### src/rtl/maxpool_relu_pkg.sv
// Shared definitions for the CNN front end: the state type that both this
// pooling stage and the convolution stage use, and the default geometry for a
// 28x28 image convolved with a 3x3 kernel (26x26 feature map, 2x2 pooling).
package maxpool_relu_pkg;

  typedef enum logic [1:0] {
    IDLE = 2'd0,
    RUN  = 2'd1,
    DONE = 2'd2
  } pool_state_e;

  localparam int IM_DIM   = 26;
  localparam int POOL_DIM = 2;

endpackage

### src/rtl/pool_row_buffer.sv
// Holds one row of horizontal pair maxima until the odd row arrives.
// Ports:
//   clk_i    - clock
//   we_i     - write enable
//   waddr_i  - write index (col/2)
//   wdata_i  - pair maximum to store
//   raddr_i  - read index (col/2)
//   rdata_o  - combinational read data
module pool_row_buffer #(
  parameter int depth      = 13,
  parameter int data_width = 8,
  parameter int addr_w     = 4
) (
  input  logic                  clk_i,
  input  logic                  we_i,
  input  logic [addr_w-1:0]     waddr_i,
  input  logic [data_width-1:0] wdata_i,
  input  logic [addr_w-1:0]     raddr_i,
  output logic [data_width-1:0] rdata_o
);

  logic [data_width-1:0] mem_q [depth];

  // NOTE: no reset on the array; every entry is rewritten on each even row
  // before the odd row reads it, so reset would only cost flop area.
  always_ff @(posedge clk_i) begin
    if (we_i) mem_q[waddr_i] <= wdata_i;
  end

  assign rdata_o = mem_q[raddr_i];

endmodule

### src/rtl/maxpool_relu.sv
// ReLU followed by 2x2 stride-2 max pooling over a raster-order feature map.
// Ports:
//   clk_i          - clock
//   rst_ni         - asynchronous active-low reset
//   pixel_i        - signed convolution result, raster order
//   pix_data_valid - pixel_i valid (always consumed, no backpressure)
//   pixel_o        - pooled, rectified pixel (holds between emissions)
//   pixel_o_valid  - one-cycle pulse per pooled pixel
//   pool_finished  - one-cycle pulse with the last pooled pixel of a frame
module maxpool_relu
  import maxpool_relu_pkg::*;
#(
  parameter int data_width = 8,
  parameter int im_dim     = IM_DIM,
  parameter int pool_dim   = POOL_DIM
) (
  input  logic                  clk_i,
  input  logic                  rst_ni,
  input  logic [data_width-1:0] pixel_i,
  input  logic                  pix_data_valid,
  output logic [data_width-1:0] pixel_o,
  output logic                  pixel_o_valid,
  output logic                  pool_finished
);

  localparam int half_dim = im_dim / 2;
  localparam int cnt_w    = (im_dim > 4) ? $clog2(im_dim) : 2;
  localparam int addr_w   = cnt_w - 1;

  if ((im_dim % 2) != 0 || pool_dim != 2) begin : g_bad_param
    $error("maxpool_relu: im_dim must be even and pool_dim must be 2");
  end

  pool_state_e           state_q, state_d;
  logic [cnt_w-1:0]      col_q, col_d, row_q, row_d;
  logic [data_width-1:0] hold_q, hold_d;
  logic [data_width-1:0] pixel_q, pixel_d;
  logic                  valid_q, valid_d;
  logic                  finished_q, finished_d;

  logic [data_width-1:0] pix_relu, pair_max, pool_max, buf_rdata;
  logic [addr_w-1:0]     buf_addr;
  logic                  col_last, row_last, buf_we;

  // Negative values (MSB set) clamp to zero; after this everything is unsigned.
  assign pix_relu = pixel_i[data_width-1] ? '0 : pixel_i;
  assign pair_max = (pix_relu > hold_q) ? pix_relu : hold_q;
  assign pool_max = (buf_rdata > pair_max) ? buf_rdata : pair_max;

  assign col_last = (col_q == cnt_w'(im_dim - 1));
  assign row_last = (row_q == cnt_w'(im_dim - 1));
  assign buf_addr = col_q[cnt_w-1:1];
  assign buf_we   = pix_data_valid & ~row_q[0] & col_q[0];

  pool_row_buffer #(
    .depth      (half_dim),
    .data_width (data_width),
    .addr_w     (addr_w)
  ) u_row_buffer (
    .clk_i   (clk_i),
    .we_i    (buf_we),
    .waddr_i (buf_addr),
    .wdata_i (pair_max),
    .raddr_i (buf_addr),
    .rdata_o (buf_rdata)
  );

  // NOTE: every variable gets its hold value first so no path leaves one
  // unassigned, which would otherwise infer a latch.
  always_comb begin
    state_d = state_q;
    col_d   = col_q;
    row_d   = row_q;
    hold_d  = hold_q;
    pixel_d = pixel_q;
    valid_d = 1'b0;

    if (pix_data_valid) begin
      if (!col_q[0]) hold_d = pix_relu;
      if (col_last) begin
        col_d = '0;
        row_d = row_last ? '0 : row_q + 1'b1;
      end else begin
        col_d = col_q + 1'b1;
      end
      // Odd row, odd col completes a 2x2 window.
      if (row_q[0] && col_q[0]) begin
        pixel_d = pool_max;
        valid_d = 1'b1;
      end
    end

    // The datapath accepts input in every state; the FSM only tracks framing.
    case (state_q)
      IDLE:    if (pix_data_valid) state_d = RUN;
      RUN:     if (pix_data_valid && row_last && col_last) state_d = DONE;
      DONE:    state_d = RUN;
      default: state_d = IDLE;
    endcase

    finished_d = (state_d == DONE);
  end

  // NOTE: non-blocking assignments so all flops sample pre-edge values.
  always_ff @(posedge clk_i or negedge rst_ni) begin
    if (!rst_ni) begin
      state_q    <= IDLE;
      col_q      <= '0;
      row_q      <= '0;
      hold_q     <= '0;
      pixel_q    <= '0;
      valid_q    <= 1'b0;
      finished_q <= 1'b0;
    end else begin
      state_q    <= state_d;
      col_q      <= col_d;
      row_q      <= row_d;
      hold_q     <= hold_d;
      pixel_q    <= pixel_d;
      valid_q    <= valid_d;
      finished_q <= finished_d;
    end
  end

  assign pixel_o       = pixel_q;
  assign pixel_o_valid = valid_q;
  assign pool_finished = finished_q;

endmodule

### config.mk
export PLATFORM = sky130hd
export DESIGN_NAME = maxpool_relu
export DESIGN_NICKNAME = d
export VERILOG_FILES = /design/src/rtl/maxpool_relu_pkg.sv /design/src/rtl/pool_row_buffer.sv /design/src/rtl/maxpool_relu.sv
export SDC_FILE = /design/constraint.sdc
export NUM_CORES = 1
export LEC_CHECK = 0
export ABC_AREA = 1
export BUFFER_PORTS_ARGS = -buffer_cell sky130_fd_sc_hd__clkbuf_2
export CORE_AREA = 8 8 110 112
export DETAILED_ROUTE_END_ITERATION = 16
export DIE_AREA = 0 0 118 120
export PLACE_DENSITY = 0.71
export SKIP_CTS_REPAIR_TIMING = 1
export SLEW_MARGIN = 20
export SYNTH_ARGS = -nofsm -noshare
export SYNTH_HDL_FRONTEND = slang
export SYNTH_SLANG_ARGS = --single-unit
### constraint.sdc
create_clock -name clk_i -period 5.35 [get_ports clk_i]
set_clock_uncertainty 0.2 [all_clocks]
set_input_delay 0.2675 -clock clk_i [delete_from_list [all_inputs] [get_ports clk_i]]
set_output_delay 0.2675 -clock clk_i [all_outputs]
set_load 0.01 [all_outputs]
Word-level counts from Yosys, hierarchy flattened. Memory sizes are Yosys's and may differ from the RTL's. Index checks and enable logic that the tools add are counted.

Memories: 1. Bits in registers: 30. Word-level logic and storage cells: 40. Memory bits (read-only): 0. Output and inout port bits: 10. Input port bits: 11. Bits in writable memories: 104. Bits in latches: 0.

Memory list: u_row_buffer.mem_q (depth 13, bits a word 8, rd ports 1, clocked after Yosys merged registers in 0, wr ports 1, line pool_row_buffer.sv:22) `logic [data_width-1:0] mem_q [depth];`.

Reduce and logical (&&, ||, !) cells: 7. Divide/modulo/power cells: 0. Equal/unequal tests: 5. $add $sub $neg: 2. Bitwise logic cells: 4. Shift operators: 0. Order comparisons: 2. Multipliers: 0. Mux-type cells: 12.

Operator list (number): $mux W8 (2); $add A5 B1 Y5 const B (2); $eq A5 B5 Y1 const B (2); $mux W5 (2); $gt A7 B8 Y1 (1); $gt A8 B8 Y1 (1); $mux W7 (1); $pmux W2 S3 (1); $reduce_and A2 Y1 (3); $eq A2 B2 Y1 const B (2); $mux W1 (4); $mux W2 (2); $logic_and A1 B1 Y1 (3); $and A1 B1 Y1 (2); $eq A2 B1 Y1 const B (1); $logic_not A2 Y1 (1); $not A1 Y1 (2).

Depth between registers and ports, before layout.
Depth after elaboration: 6. Gate-level depth with buffers: 23. Gate-level depth less buffers: 23.

Modules after synthesis. From an unflattened synthesis, not the netlist that was laid out.

Cells, all modules: 665. Area total of the unflattened synthesis: 6384.9 sq um.

Modules (own cells, without submodules): pool_row_buffer (seq. area each 3123.0 sq um, area an instance 4456.8 sq um, times used 1, cells each 418); maxpool_relu (seq. area each 725.7 sq um, area an instance 1928.1 sq um, times used 1, cells each 247).

Worst setup path after synthesis. OpenSTA, ideal clock, no wires.

Path type: input-to-reg. Start: in pixel_i[7]. End: reg pixel_q[0], in the netlist pixel_o[0]. Setup slack: 2.308 ns. Stages: 22. Path buffers: 0. Arrival: 2.725 ns. Required time: 5.032 ns. Cells stage by stage: inv_2 -> nand2_1 -> inv_1 -> ha_1 -> a21oi_1 -> nand2_1 -> nor2_1 -> nand2_2 -> nand2_1 -> nand2_1 -> nand2_1 -> inv_1 -> ha_1 -> nand2_1 -> inv_1 -> nand2_1 -> nand2_1 -> nand2_1 -> a21boi_1 -> nand2_1 -> nand3_1 -> nand2_1.

Cells in the longest elaborated chain, start to end: 5.

RTL lines: from (decl) (line maxpool_relu.sv:19) `input logic [data_width-1:0] pixel_i,`; $mux W7 (line maxpool_relu.sv:46) `assign pix_relu = pixel_i[data_width-1] ? '0 : pixel_i;`; via pix_relu[6] (line maxpool_relu.sv:41) `logic [data_width-1:0] pix_relu, pair_max, pool_max, buf_rdata;`; $gt A7 B8 Y1 (line maxpool_relu.sv:47) `assign pair_max = (pix_relu > hold_q) ? pix_relu : hold_q;`; $mux W8 (line maxpool_relu.sv:47); via pair_max[3] (line maxpool_relu.sv:41); $gt A8 B8 Y1 (line maxpool_relu.sv:48) `assign pool_max = (buf_rdata > pair_max) ? buf_rdata : pair_max;`; $mux W8 (line maxpool_relu.sv:48); to (signal assigned) (line maxpool_relu.sv:119) `pixel_q <= pixel_d;`; to (decl) (line maxpool_relu.sv:37) `logic [data_width-1:0] pixel_q, pixel_d;`.

The timed path passes the listed nets, and every way through them passes these cells. A chain may end at the register's enable or synchronous reset.

Worst setup path in the final report.
Start: in pixel_i[6]. End: reg pixel_q[0], in the netlist pixel_o[0].

Same word-level chain as after synthesis.

==> results_dict.tcl <==
set metrics [dict create \
    setup_violations 0 \
    ant_nets 0 \
    path_cells "dlygate4sd3_1 > clkbuf_2 > nand2_1 > inv_1 > ha_1 > nand3_1 > nor2_1 > nand4_2 > nand2_1 > nand2_1 > nand2_1 > inv_1 > ha_1 > nand2_1 > nor2_1 > nand2_1 > a21boi_1 > nand2_1 > nand3_1 > nand2_1" \
    detail_route.iter0.violations 299 \
    num_io_pins 21 \
    critical_path_required_ps 5550 \
    drive_above_1_share_pct 10.6 \
    critical_path_class "primary input to flop" \
    num_rows 38 \
    dr.pass1.iters 7 \
    start_util_pct 52.8 \
    cts_root_buf "clkbuf_8" \
    design_area_mm2 0.00641 \
    ys_types 29 \
    ys_ff_latch 119 \
    syn_inst 577 \
    synth_top_cell_area_share_pct 49.3 \
    max_slew.worst_pin.slew_ps 1040 \
    synth.area.top_cells "edfxtp_1, nand2_1, dfrtp_1" \
    grt_pass1_wl_mm 20.6 \
    status "finished, violations left" \
    cts_tree "done" \
    hold_viol 2 \
    start_kind "primary input" \
    finalCriticalPeriod_ps 3770 \
    p_leak_nw 2.87 \
    cp_max_fo 14 \
    rsz0062_at_grt "false" \
    grt_overflow 0 \
    violations "negative hold slack" \
    ctsLongestPathBuffers 2 \
    routed_via_density 5.36 \
    syn_avg_cell_area_um2 9.61 \
    slew_viol_final 0 \
    port_buffers 19 \
    ir_worst_vdd_mv 0.393 \
    coreArea_mm2 0.0105 \
    num-nets-final 638 \
    synth_largest_area_cell "edfxtp_1" \
    cts_made_buffers 17 \
    gp_congestion 0.869 \
    drv_cap 0 \
    fmax_mhz 265 \
    hold_start "pixel_i[7]" \
    placed_area_mm2 0.00571 \
    netlist_area_mm2 0.00555 \
    yosys_warnings 0 \
    dieWidth_um 118 \
    via_count 4089 \
    regToRegSetupSlack_ps 1610 \
    drc 0 \
    areaGrowthSynthToFinish_pct 15.6 \
    antennaDiodeCount 0 \
    htreeDepth 4 \
    r2r-start "col_q[2]$_DFFE_PN0P_" \
    grt_pass1_vias 4153 \
    die_area_mm2 0.0142 \
    wl_mm 12.6 \
    relSlewSlack_pct 29.8 \
    track_usage_pct 18.6 \
    setup.worst_path.start "pixel_i[6]" \
    power.density_mw_per_mm2 585 \
    crit_top_cell "nand2_1" \
    clkSinkCount 119 \
    setup_tns_ps 0 \
    crit_slowest_cell "dlygate4sd3_1" \
    nFillCells 854 \
    antenna_found_initial 0 \
    holdWs_ps -8.73 \
    synth_fp_nets 605 \
    chipHeight_um 120 \
    hp-class "primary input to flop" \
    fin_crit_sh_pct 70.5 \
    clk_pin_slew_ps 50 \
    arrival_ps 3970 \
    cpPeakStageDelay_ps 530 \
    critical_path.endpoint_type "flop" \
    yosysSeqAreaShare_pct 61.9 \
    grt_start_max_net_pins 47 \
    wl_per_cell_um 16.5 \
    total_power_mw 3.75 \
    insertion_delay_ps 510 \
    dp_hpwl_mm 8.11 \
]
==> cell type report <==
type / instances / area [um2] / area share (%)
flip-flops and latches: 119 / 3430 / 53.6
multi-input cells: 390 / 1830 / 28.6
clock buffers: 21 / 439 / 6.85
repair buffers: 30 / 203 / 3.16
inverters: 52 / 196 / 3.06
well taps: 140 / 175 / 2.73
clock inverters: 11 / 133 / 2.07
==> power by group <==
part / leakage [nW] / switching (mW) / internal, mW
Sequential: 1.18 / 0.0954 / 1.18
Clock: 0.287 / 0.380 / 0.714
Combinational: 1.41 / 0.982 / 0.401
==> logic make-up (layout without fill, tap and decap cells) <==
family	Yosys count	count (layout)	share of synthesized area [%]
buffers and inverters	68	114	5.53
xor gates and xnor gates	3	3	0.474
other	1	1	0.0676
and+or+nand+nor	346	346	25.9
AOI/OAI and AO/OA	23	23	2.23
adders and majority gates	17	17	3.84
DFF	119	119	61.9
==> cell usage after synthesis (all sizes together) <==
cell type and n:
clkinv 1, o22ai 1, conb 1, nand3 63
nor3 8, dfrtp 28, a21oi 10, nand4 7
buf 15, clkbuf 1, xnor2 1, edfxtp 91
o31ai 1, a21boi 1, nor2 33, o21bai 1
xor2 2, nand2 235, o21ai 9, inv 51
ha 17
==> critical path: cells and delay by family <==
kind            cells  cell delay [ps]
buf+inv             4              820
simple gates       13             1860
compound gates      1              370
fa+ha+maj           2              630
==> cells in the final DEF (no fill, tap or decap) <==
cell type,Yosys,layout
o21ai_0,9,9
a21boi_1,1,1
ha_1,17,17
clkbuf_8,0,2
nand2_1,233,233
edfxtp_1,91,91
nor2_4,1,1
nor2_1,30,30
nand3_2,2,2
inv_1,47,47
clkbuf_2,0,19
bufinv_16,0,3
xnor2_1,1,1
clkinv_1,0,1
nor3_1,8,3
dlygate4sd3_1,0,10
o22ai_1,1,1
conb_1,1,1
nand4_2,1,1
buf_4,5,1
clkinv_2,1,7
a21oi_1,10,10
nor3_2,0,5
nor2_2,2,2
inv_2,4,4
dfrtp_1,28,28
xor2_1,2,2
nand2_2,2,2
nand4_1,6,6
o31ai_1,1,1
clkinv_4,0,1
clkbuf_16,0,16
nand3_1,61,61
clkbuf_1,1,3
o21bai_1,1,1
==> metrics by stage <==
stage	util [%]	setup WS (ps)	hold WS (ps)	cells
detailed placement	54.4	1550	149	721
finish	61.0	1580	-8.73	763
floorplan	-	2310	-228	577
global route	61.0	1180	21.6	763
global placement	54.4	1620	144	721
CTS	59.8	1620	-396	753
==> metal layers <==
layer	global-route usage [%]	vias up	wire, um
met5	0	-	0
met1	21.8	1920	5150
li1	-	1968	-
met2	31.4	165	6170
met3	4.98	36	833
met4	8.57	0	420
==> sequential cells by signal (all words and copies together) (netlist names) <==
| name | flops |
|---|---|
| u_row_buffer.mem_q | 91 |
| hold_q | 7 |
| pool_finished | 1 |
| state_q | 2 |
| pixel_o | 7 |
| row_q | 5 |
| pixel_o_valid | 1 |
| col_q | 5 |
==> worst paths after layout <==
kind / endpoint / cells past startpoint
setup / recovery: pixel_o[0]$_DFFE_PN0P_ / 20
hold / removal: hold_q[2]$_DFFE_PN0P_ / 6
setup reg to reg: pixel_o[0]$_DFFE_PN0P_ / 17
hold reg to reg: state_q[0]$_DFF_PN0_ / 1
max in group asynchronous: state_q[0]$_DFF_PN0_ / 2
min in group asynchronous: hold_q[3]$_DFFE_PN0P_ / 2
Note: power is estimated with default switching activity, not from simulation.
